===== config.mk =====
export PLATFORM = sky130hd
export DESIGN_NAME = fetch_unit
export DESIGN_NICKNAME = d
export VERILOG_FILES = /design/src/rtl/riscv_pkg.sv /design/src/rtl/fetch_buf.sv /design/src/rtl/fetch_unit.sv
export SDC_FILE = /design/constraint.sdc
export NUM_CORES = 1
export LEC_CHECK = 0
export CAP_MARGIN = 10
export CORE_MARGIN = 5
export CORE_UTILIZATION = 25
export CTS_CLUSTER_SIZE = 28
export DETAILED_ROUTE_END_ITERATION = 16
export PLACE_DENSITY_LB_ADDON = 0.12
export SLEW_MARGIN = 20
export SYNTH_ARGS = -nofsm -noshare
export SYNTH_HDL_FRONTEND = slang
export SYNTH_HIERARCHICAL = 1
export SYNTH_SLANG_ARGS = --single-unit

===== constraint.sdc =====
create_clock -name clk -period 13.06 [get_ports clk]
set_input_delay 3.265 -clock clk [delete_from_list [all_inputs] [get_ports clk]]
set_output_delay 3.265 -clock clk [all_outputs]
set_load 0.005 [all_outputs]

===== src/rtl/riscv_pkg.sv =====
// Shared fetch-path constants and the fetch FSM state type.
// Module parameters take their defaults from here so every instance agrees.
package riscv_pkg;

    localparam int          PC_WIDTH = 32;
    localparam int          I_WIDTH  = 32;
    localparam logic [31:0] RESET_PC = 32'h0000_0000;

    typedef enum logic {
        IDLE = 1'b0,
        RUN  = 1'b1
    } fetch_state_t;

endpackage


===== src/rtl/fetch_buf.sv =====
// Synchronous FIFO of DEPTH {pc, instr} entries with flush; head is zero when empty.
// Latency: push visible at head the cycle after; flush wins over push and pop.
module fetch_buf #(
    parameter int DEPTH = 2,
    parameter int W     = 64
) (
    input  logic                       clk,
    input  logic                       rst_n,
    input  logic                       push,
    input  logic [W-1:0]               push_data,
    input  logic                       pop,
    input  logic                       flush,
    output logic [$clog2(DEPTH+1)-1:0] count,
    output logic [W-1:0]               head_data
);

    localparam int AW = (DEPTH > 1) ? $clog2(DEPTH) : 1;
    localparam int CW = $clog2(DEPTH + 1);

    logic [W-1:0]  mem [DEPTH];
    logic [AW-1:0] rd_ptr;
    logic [AW-1:0] wr_ptr;
    logic          do_push;
    logic          do_pop;

    function automatic logic [AW-1:0] ptr_inc(input logic [AW-1:0] p);
        return (p == AW'(DEPTH - 1)) ? '0 : p + AW'(1);
    endfunction

    // Guards make the FIFO safe even if a caller misbehaves at full/empty.
    assign do_pop  = pop && (count != '0);
    assign do_push = push && ((count != CW'(DEPTH)) || do_pop);

    always_ff @(posedge clk or negedge rst_n) begin
        if (!rst_n) begin
            rd_ptr <= '0;
            wr_ptr <= '0;
            count  <= '0;
        end else if (flush) begin
            rd_ptr <= '0;
            wr_ptr <= '0;
            count  <= '0;
        end else begin
            if (do_push) wr_ptr <= ptr_inc(wr_ptr);
            if (do_pop)  rd_ptr <= ptr_inc(rd_ptr);
            if (do_push && !do_pop)
                count <= count + CW'(1);
            else if (do_pop && !do_push)
                count <= count - CW'(1);
        end
    end

    always_ff @(posedge clk) begin
        if (do_push && !flush) mem[wr_ptr] <= push_data;
    end

    assign head_data = (count != '0) ? mem[rd_ptr] : '0;

endmodule


===== src/rtl/fetch_unit.sv =====
// Instruction fetch: sequential PC requests to a 1-cycle memory, buffered for decode.
// Latency: request to out_valid 2 cycles; requests stop when buffer plus in-flight would overflow.
module fetch_unit #(
    parameter int                  PC_WIDTH  = riscv_pkg::PC_WIDTH,
    parameter int                  I_WIDTH   = riscv_pkg::I_WIDTH,
    parameter logic [PC_WIDTH-1:0] RESET_PC  = PC_WIDTH'(riscv_pkg::RESET_PC),
    parameter int                  BUF_DEPTH = 2
) (
    input  logic                clk,
    input  logic                rst_n,
    input  logic                fetch_en,
    input  logic                redirect_valid,
    input  logic [PC_WIDTH-1:0] redirect_pc,
    output logic                imem_req,
    output logic [PC_WIDTH-1:0] imem_addr,
    input  logic [I_WIDTH-1:0]  imem_rdata,
    output logic                out_valid,
    input  logic                out_ready,
    output logic [I_WIDTH-1:0]  out_instr,
    output logic [PC_WIDTH-1:0] out_pc
);

    localparam int              CW      = $clog2(BUF_DEPTH + 1);
    localparam int              EW      = PC_WIDTH + I_WIDTH;
    localparam logic [CW:0]     DEPTH_C = (CW + 1)'(BUF_DEPTH);

    riscv_pkg::fetch_state_t state;
    riscv_pkg::fetch_state_t state_nxt;

    logic [PC_WIDTH-1:0] fetch_pc;
    logic [PC_WIDTH-1:0] rsp_pc;
    logic                inflight;
    logic                rsp_discard;
    logic                push;
    logic                pop;
    logic [CW-1:0]       count;
    logic [CW:0]         occupancy;
    logic [EW-1:0]       head;
    logic                unused_pc_lsbs;

    assign unused_pc_lsbs = ^redirect_pc[1:0];

    always_ff @(posedge clk or negedge rst_n) begin
        if (!rst_n) state <= riscv_pkg::IDLE;
        else        state <= state_nxt;
    end

    assign pop       = out_valid & out_ready;
    assign occupancy = {1'b0, count} + {{CW{1'b0}}, inflight} - {{CW{1'b0}}, pop};

    always_comb begin
        state_nxt = state;
        imem_req  = 1'b0;
        unique case (state)
            riscv_pkg::IDLE: begin
                if (fetch_en) state_nxt = riscv_pkg::RUN;
            end
            riscv_pkg::RUN: begin
                if (!fetch_en) state_nxt = riscv_pkg::IDLE;
                imem_req = !redirect_valid && (occupancy < DEPTH_C);
            end
            default: state_nxt = riscv_pkg::IDLE;
        endcase
    end

    // Memory answers one cycle after the request, so the redirect that kills
    // an in-flight response is always seen in the same cycle as its data.
    assign rsp_discard = inflight & redirect_valid;
    assign push        = inflight & ~rsp_discard;

    always_ff @(posedge clk or negedge rst_n) begin
        if (!rst_n) begin
            fetch_pc <= {RESET_PC[PC_WIDTH-1:2], 2'b00};
            rsp_pc   <= '0;
            inflight <= 1'b0;
        end else begin
            inflight <= imem_req;
            if (imem_req) rsp_pc <= fetch_pc;
            if (redirect_valid)
                fetch_pc <= {redirect_pc[PC_WIDTH-1:2], 2'b00};
            else if (imem_req)
                fetch_pc <= fetch_pc + PC_WIDTH'(4);
        end
    end

    assign imem_addr = fetch_pc;

    fetch_buf #(
        .DEPTH (BUF_DEPTH),
        .W     (EW)
    ) u_buf (
        .clk       (clk),
        .rst_n     (rst_n),
        .push      (push),
        .push_data ({rsp_pc, imem_rdata}),
        .pop       (pop),
        .flush     (redirect_valid),
        .count     (count),
        .head_data (head)
    );

    assign out_valid         = (count != '0);
    assign {out_pc, out_instr} = head;

endmodule


# Word-level counts from Yosys, hierarchy flattened
# Memories as Yosys holds them, arrays and structs flattened.
# Index checks and enable logic that the tools add are counted.
[word_totals]
wordCells = 52
in_bits = 69
regBits = 70
mem_bits_rw = 128
latchBits = 0
n_memories = 1
mem_bits_ro = 0
output_inout_bits = 98
[mem_list]
columns = ["memory", "depth", "width", "read_ports", "rd_ports_with_merged_regs", "wr", "line", "text"]
rows = [
  ["u_buf.mem", 2, 64, 1, 0, 1, "fetch_buf.sv:20", "logic [W-1:0] mem [DEPTH];"],
]
[op_classes]
n_lt_le_gt_ge = 1
n_mul = 0
n_shift = 0
bitwise_logic = 4
n_eq_ne = 1
div = 0
n_addsub = 7
reduce_logical = 15
mux = 16
[ops]
columns = ["cell", "count"]
rows = [
  ["two-way mux 32 bit", 2],
  ["two-way mux 64 bit", 1],
  ["adder 32 x 3 -> 32 bit, second input constant", 1],
  ["two-way mux 1 bit", 10],
  ["nonzero test 2 bit", 4],
  ["logical AND 1 bit", 6],
  ["two-way mux 2 bit", 3],
  ["adder 2 x 1 -> 3 bit", 1],
  ["bitwise AND 1 bit", 3],
  ["logical NOT 1 bit", 3],
  ["< comparator 3 x 2 -> 1 bit, second input constant", 1],
  ["nonzero test 3 bit", 1],
  ["subtractor 3 x 1 -> 3 bit", 1],
  ["adder 1 bit, second input constant", 2],
  ["adder 2 x 1 -> 2 bit, second input constant", 1],
  ["inequality test 2 bit, second input constant", 1],
  ["subtractor 2 x 1 -> 2 bit, second input constant", 1],
  ["logical OR 1 bit", 1],
  ["inverter 1 bit", 1],
]

# Longest topological paths before layout
[logic_depth]
word_depth = 10
mapped_depth = 12
depth_no_buf = 11

# Cells and area by module
# The synthesis kept the hierarchy.
[modules_own_cells]
columns = ["module", "seq_area_each_um2", "n_inst", "area_per_inst_um2", "cells_each"]
rows = [
  ["fetch_buf", 3943.8, 1, 5087.4, 295],
  ["fetch_unit", 1551.5, 1, 3084.2, 345],
]

# Least setup slack after synthesis
# Ideal clock, no wire load.
[synth_path]
path_kind = "input port to flip-flop"
startpoint = "in redirect_valid"
endpoint = "mem u_buf.mem[1][0] (enable)"
path_buffers = 2
setup_ps = 578
arrival_ps = 8827
required_time_ps = 12482
path_stages = 5
setup_slack_ps = 3655
cell_sequence = "buf_2 > clkbuf_1 > nor2b_1 > o31ai_2 > nor3b_1"
[synth_via]
elab_chain_len = 7
word_cells_on_any_way = 8
cone_classes = "mux: 2; bitwise: 3; reduce/logical: 3"
[synth_lines]
columns = ["element", "line", "text"]
rows = [
  ["start, declared", "fetch_unit.sv:12", "input logic redirect_valid,"],
  ["bitwise AND 1 bit", "fetch_unit.sv:68", "assign rsp_discard = inflight & redirect_valid;"],
  ["inverter 1 bit", "fetch_unit.sv:69", "assign push = inflight & ~rsp_discard;"],
  ["bitwise AND 1 bit", "fetch_unit.sv:69", ""],
  ["named net push", "fetch_unit.sv:34", "logic push;"],
  ["logical AND 1 bit", "fetch_buf.sv:32", "assign do_push = push && ((count != CW'(DEPTH)) || do_pop);"],
  ["logical AND 1 bit", "fetch_buf.sv:54", "if (do_push && !flush) mem[wr_ptr] <= push_data;"],
  ["two-way mux 1 bit", "fetch_buf.sv:54", ""],
  ["two-way mux 1 bit (implied by the code)", "fetch_buf.sv:54", ""],
  ["end, declared", "fetch_buf.sv:20", ""],
]
# The timed path passes the listed nets, and every way through them passes these cells.

# Worst setup path in the final report
[layout_path]
startpoint = "in out_ready"
endpoint = "out imem_req"
[layout_via]
elab_chain_len = 5
[layout_lines]
columns = ["element", "line", "text"]
rows = [
  ["start, declared", "fetch_unit.sv:18", "input logic out_ready,"],
  ["bitwise AND 1 bit", "fetch_unit.sv:48", "assign pop = out_valid & out_ready;"],
  ["named net pop", "fetch_unit.sv:35", "logic pop;"],
  ["subtractor 3 x 1 -> 3 bit", "fetch_unit.sv:49", "assign occupancy = {1'b0, count} + {{CW{1'b0}}, inflight} - {{CW{1'b0}}, pop};"],
  ["< comparator 3 x 2 -> 1 bit", "fetch_unit.sv:60", "imem_req = !redirect_valid && (occupancy < DEPTH_C);"],
  ["logical AND 1 bit", "fetch_unit.sv:60", ""],
  ["two-way mux 1 bit", "fetch_unit.sv:54", "unique case (state)"],
  ["end, declared", "fetch_unit.sv:14", "output logic imem_req,"],
]
# The timed path passes the listed nets, and every way through them passes these cells.

==> flow_metrics.py <==
metrics = {
    "logic_synthesis": {
        "async_reset_ff_share_pct": 34.02,
        "synth_top_cell_by_area": "edfxtp_1",
        "synth.avg_cell_area_um2": 12.77,
        "synth.cells.most_frequent": "nand2_1 (129), edfxtp_1 (128), nor2_1 (81)",
        "synth_edf_count": 128,
        "synth.area.top_cells": "edfxtp_1 (47%), dfrtp_1 (20%), mux2i_1 (7.8%)",
        "netlist_instances": 640,
        "synth_area_mm2": 0.008172,
        "ys_types": 58,
        "synth_top_area_share_pct": 47.04,
        "ys_warn_count": 6,
        "post-synth-top-count-cell": "nand2_1",
        "synth_seq_cells": 194,
        "ys.flop_type": "edfxtp_1",
        "ys_seq_area_share_pct": 67.25,
    },
    "detailed_routing": {
        "wirelength_mm": 22.83,
        "drc": 0,
        "ant_nets": 0,
        "viasPerCell": 4.346,
        "dr.pass1.iters": 5,
        "routedWlPerCell_um": 18.13,
        "via_count": 5472,
        "drtIter0Drc": 255,
    },
    "cells_and_area": {
        "final_nets": 876,
        "drive_above_1_share_pct": 7.589,
        "final_util_pct": 33.38,
        "area_delta_synth_final_pct": 32.22,
        "fillCellCount": 3339,
        "antenna_cells": 0,
    },
    "floorplanning": {
        "start_util_pct": 25.24,
        "die_width_um": 190.8,
        "dieArea_mm2": 0.03640,
        "dieHeight_um": 190.8,
        "core_area_mm2": 0.03237,
        "rows": 66,
        "ios": 167,
    },
    "placement": {
        "portBuffers": 162,
        "post-dp-hpwl_mm": 14.50,
        "gp_congestion": 0.7265,
    },
    "clock_network": {
        "root_buffer": "clkbuf_16",
        "clock-sinks": 194,
        "clockBufferDepth": 2,
        "htreeDepth": 4,
        "cts_setup_buffers": 0,
        "cts_resized": 0,
        "clk_latency_ps": 440,
        "clk_pin_slew_ps": 70,
        "cts_tree": "yes",
        "cts_inserted_buffers": 17,
        "hold_buffers": 0,
    },
    "hold_path": {
        "hp-class": "reg -> reg",
        "hold-path-endpoint": "u_buf/mem[0][53]",
        "hold_path_depth": 0,
        "min-delay-start": "rsp_pc[21]",
    },
    "run": {
        "cap_viol_max_count": 0,
    },
    "worst_setup_path": {
        "r2r_cells": 12,
        "path_max_fanout": 6,
        "critPathLaunch": "out_ready",
        "cp.required_ps": 9800,
        "path_class": "in -> out",
        "worstPathArrival_ps": 6060,
        "cp-end-kind": "primary output",
        "r2r-start": "u_buf/count[0]",
        "r2r_setup_slack_ps": 8990,
        "cp-start-kind": "primary input",
        "r2r-end": "imem_addr[25]",
    },
    "sta": {
        "hold_viol": 0,
        "fin_skew_ps": 16.35,
        "setup_tns_ps": 0,
        "finalCriticalPeriod_ps": 9321,
        "rsz0062_at_grt": "false",
        "relSlewSlack_pct": 36.24,
        "finalCritPeriodShare_pct": 71.37,
        "fmax_mhz": 107.3,
        "setup_viol": 0,
        "slew_viol_final": 0,
        "tightestPinTransition_ps": 956.4,
    },
    "global_routing": {
        "grt_max_degree": 67,
        "grt_usage_pct": 12.68,
        "overflow": 0,
        "antenna_found_initial": 0,
        "grt_pass1_vias": 5629,
        "grt_pass1_wl_mm": 34.64,
    },
    "outcome": {
        "status": "complete, no violations",
    },
    "pwr": {
        "intPower_w": 0.001058,
        "netSwitchingFraction_pct": 24.19,
        "p_switching_w": 0.0003376,
        "pwr-share-clk_pct": 37.1,
        "combinationalPowerShare_pct": 10.0,
        "p_leak_nw": 3.793,
        "vdd_drop_max_v": 0.00008499,
        "pwr-share-seq_pct": 52.9,
        "powerDensity_mw_per_mm2": 129.2,
    },
}
==> layout by cell type (no fill, tap or decap), types with 10 or more instances in the layout <==
cell | netlist | layout
mux2i_1 | 64 | 64
nand2_1 | 129 | 129
clkbuf_16 | 0 | 18
buf_4 | 4 | 10
nand4_1 | 12 | 12
edfxtp_1 | 128 | 128
o21ai_0 | 15 | 15
nand3_1 | 11 | 11
dfrtp_1 | 66 | 65
clkdlybuf4s50_1 | 0 | 161
nor2_1 | 81 | 81
==> sequential cells by signal (all words and copies together), names as in the netlist <==
signal,cells
imem_addr,30
u_buf/count,2
u_buf/mem,128
u_buf/rd_ptr,1
u_buf/wr_ptr,1
state,1
rsp_pc,30
inflight,1
==> worst max path at each step <==
stage,cells past startpoint,end,slack (ps)
global route,9,imem_req,3540
CTS,9,imem_req,3690
floorplan,5,u_buf/mem[1][0],3660
global placement,9,imem_req,3700
finish,9,imem_req,3740
detailed placement,9,imem_req,3700
==> power groups by stage <==
stage / clock network (W) / logic [W] / registers (W)
6_report: 0.000517 / 0.000140 / 0.000739
2_1_floorplan: 0 / 0.0000632 / 0.000741
5_1_grt: 0.000561 / 0.000157 / 0.000745
4_1_cts: 0.000537 / 0.000144 / 0.000739
3_3_place_gp: 0 / 0.000143 / 0.000752
3_5_place_dp: 0 / 0.000143 / 0.000753
==> metal layers <==
layer	global-route usage, %	vias to the layer above	part of all wire, %	wire length, µm
li1	-	2644	-	-
met1	16.83	2690	46	10550
met2	20.29	122	47	10690
met3	3.936	16	5.7	1307
met4	3.177	0	1.2	276
met5	0	-	0	0
==> critical path, cell delays in order <==
cell             delay [ps]
clkdlybuf4s50_1         450
and2_1                  270
ha_1                    270
nand2b_1                160
fa_1                    370
xor2_1                  230
or2_2                   380
inv_1                   130
clkdlybuf4s50_1         520
==> layout make-up <==
cell class	instances	area (µm²)	area share [%]
inverters	7	26.28	0.2432
clock inverters	8	75.07	0.6948
flip-flops and latches	194	5499	50.90
repair buffers	171	1687	15.61
multi-input cells	413	2471	22.87
clock buffers	24	493.0	4.563
well taps	442	553.0	5.119
==> through the flow <==
step / worst slack, ps / hold WS, ps / power [W] / std cells / cell area, µm²
after global routing: 3543 / 479.9 / 0.001463 / 1259 / 10800
after CTS: 3687 / 471.3 / 0.001420 / 1259 / 10800
after global placement: 3696 / 452.0 / 0.0008945 / 1227 / 10240
after floorplan: 3655 / 441.9 / 0.0008041 / 645 / 8190
after detailed placement: 3695 / 456.5 / 0.0008959 / 1227 / 10240
final: 3739 / 470.2 / 0.001396 / 1259 / 10800
==> cell families (layout without fill, tap and decap cells) <==
logic type / after synthesis / count (layout) / share of synthesized area, %
compound gates: 61 / 61 / 5.681
flops: 194 / 194 / 67.25
xor+xnor: 4 / 4 / 0.4288
simple gates: 274 / 274 / 15.14
fa+ha+maj: 3 / 3 / 0.5512
other cells: 1 / 6 / 0.04589
mux: 65 / 65 / 7.977
buf+inv: 38 / 210 / 2.925
Power figures use the tool's default switching activity.
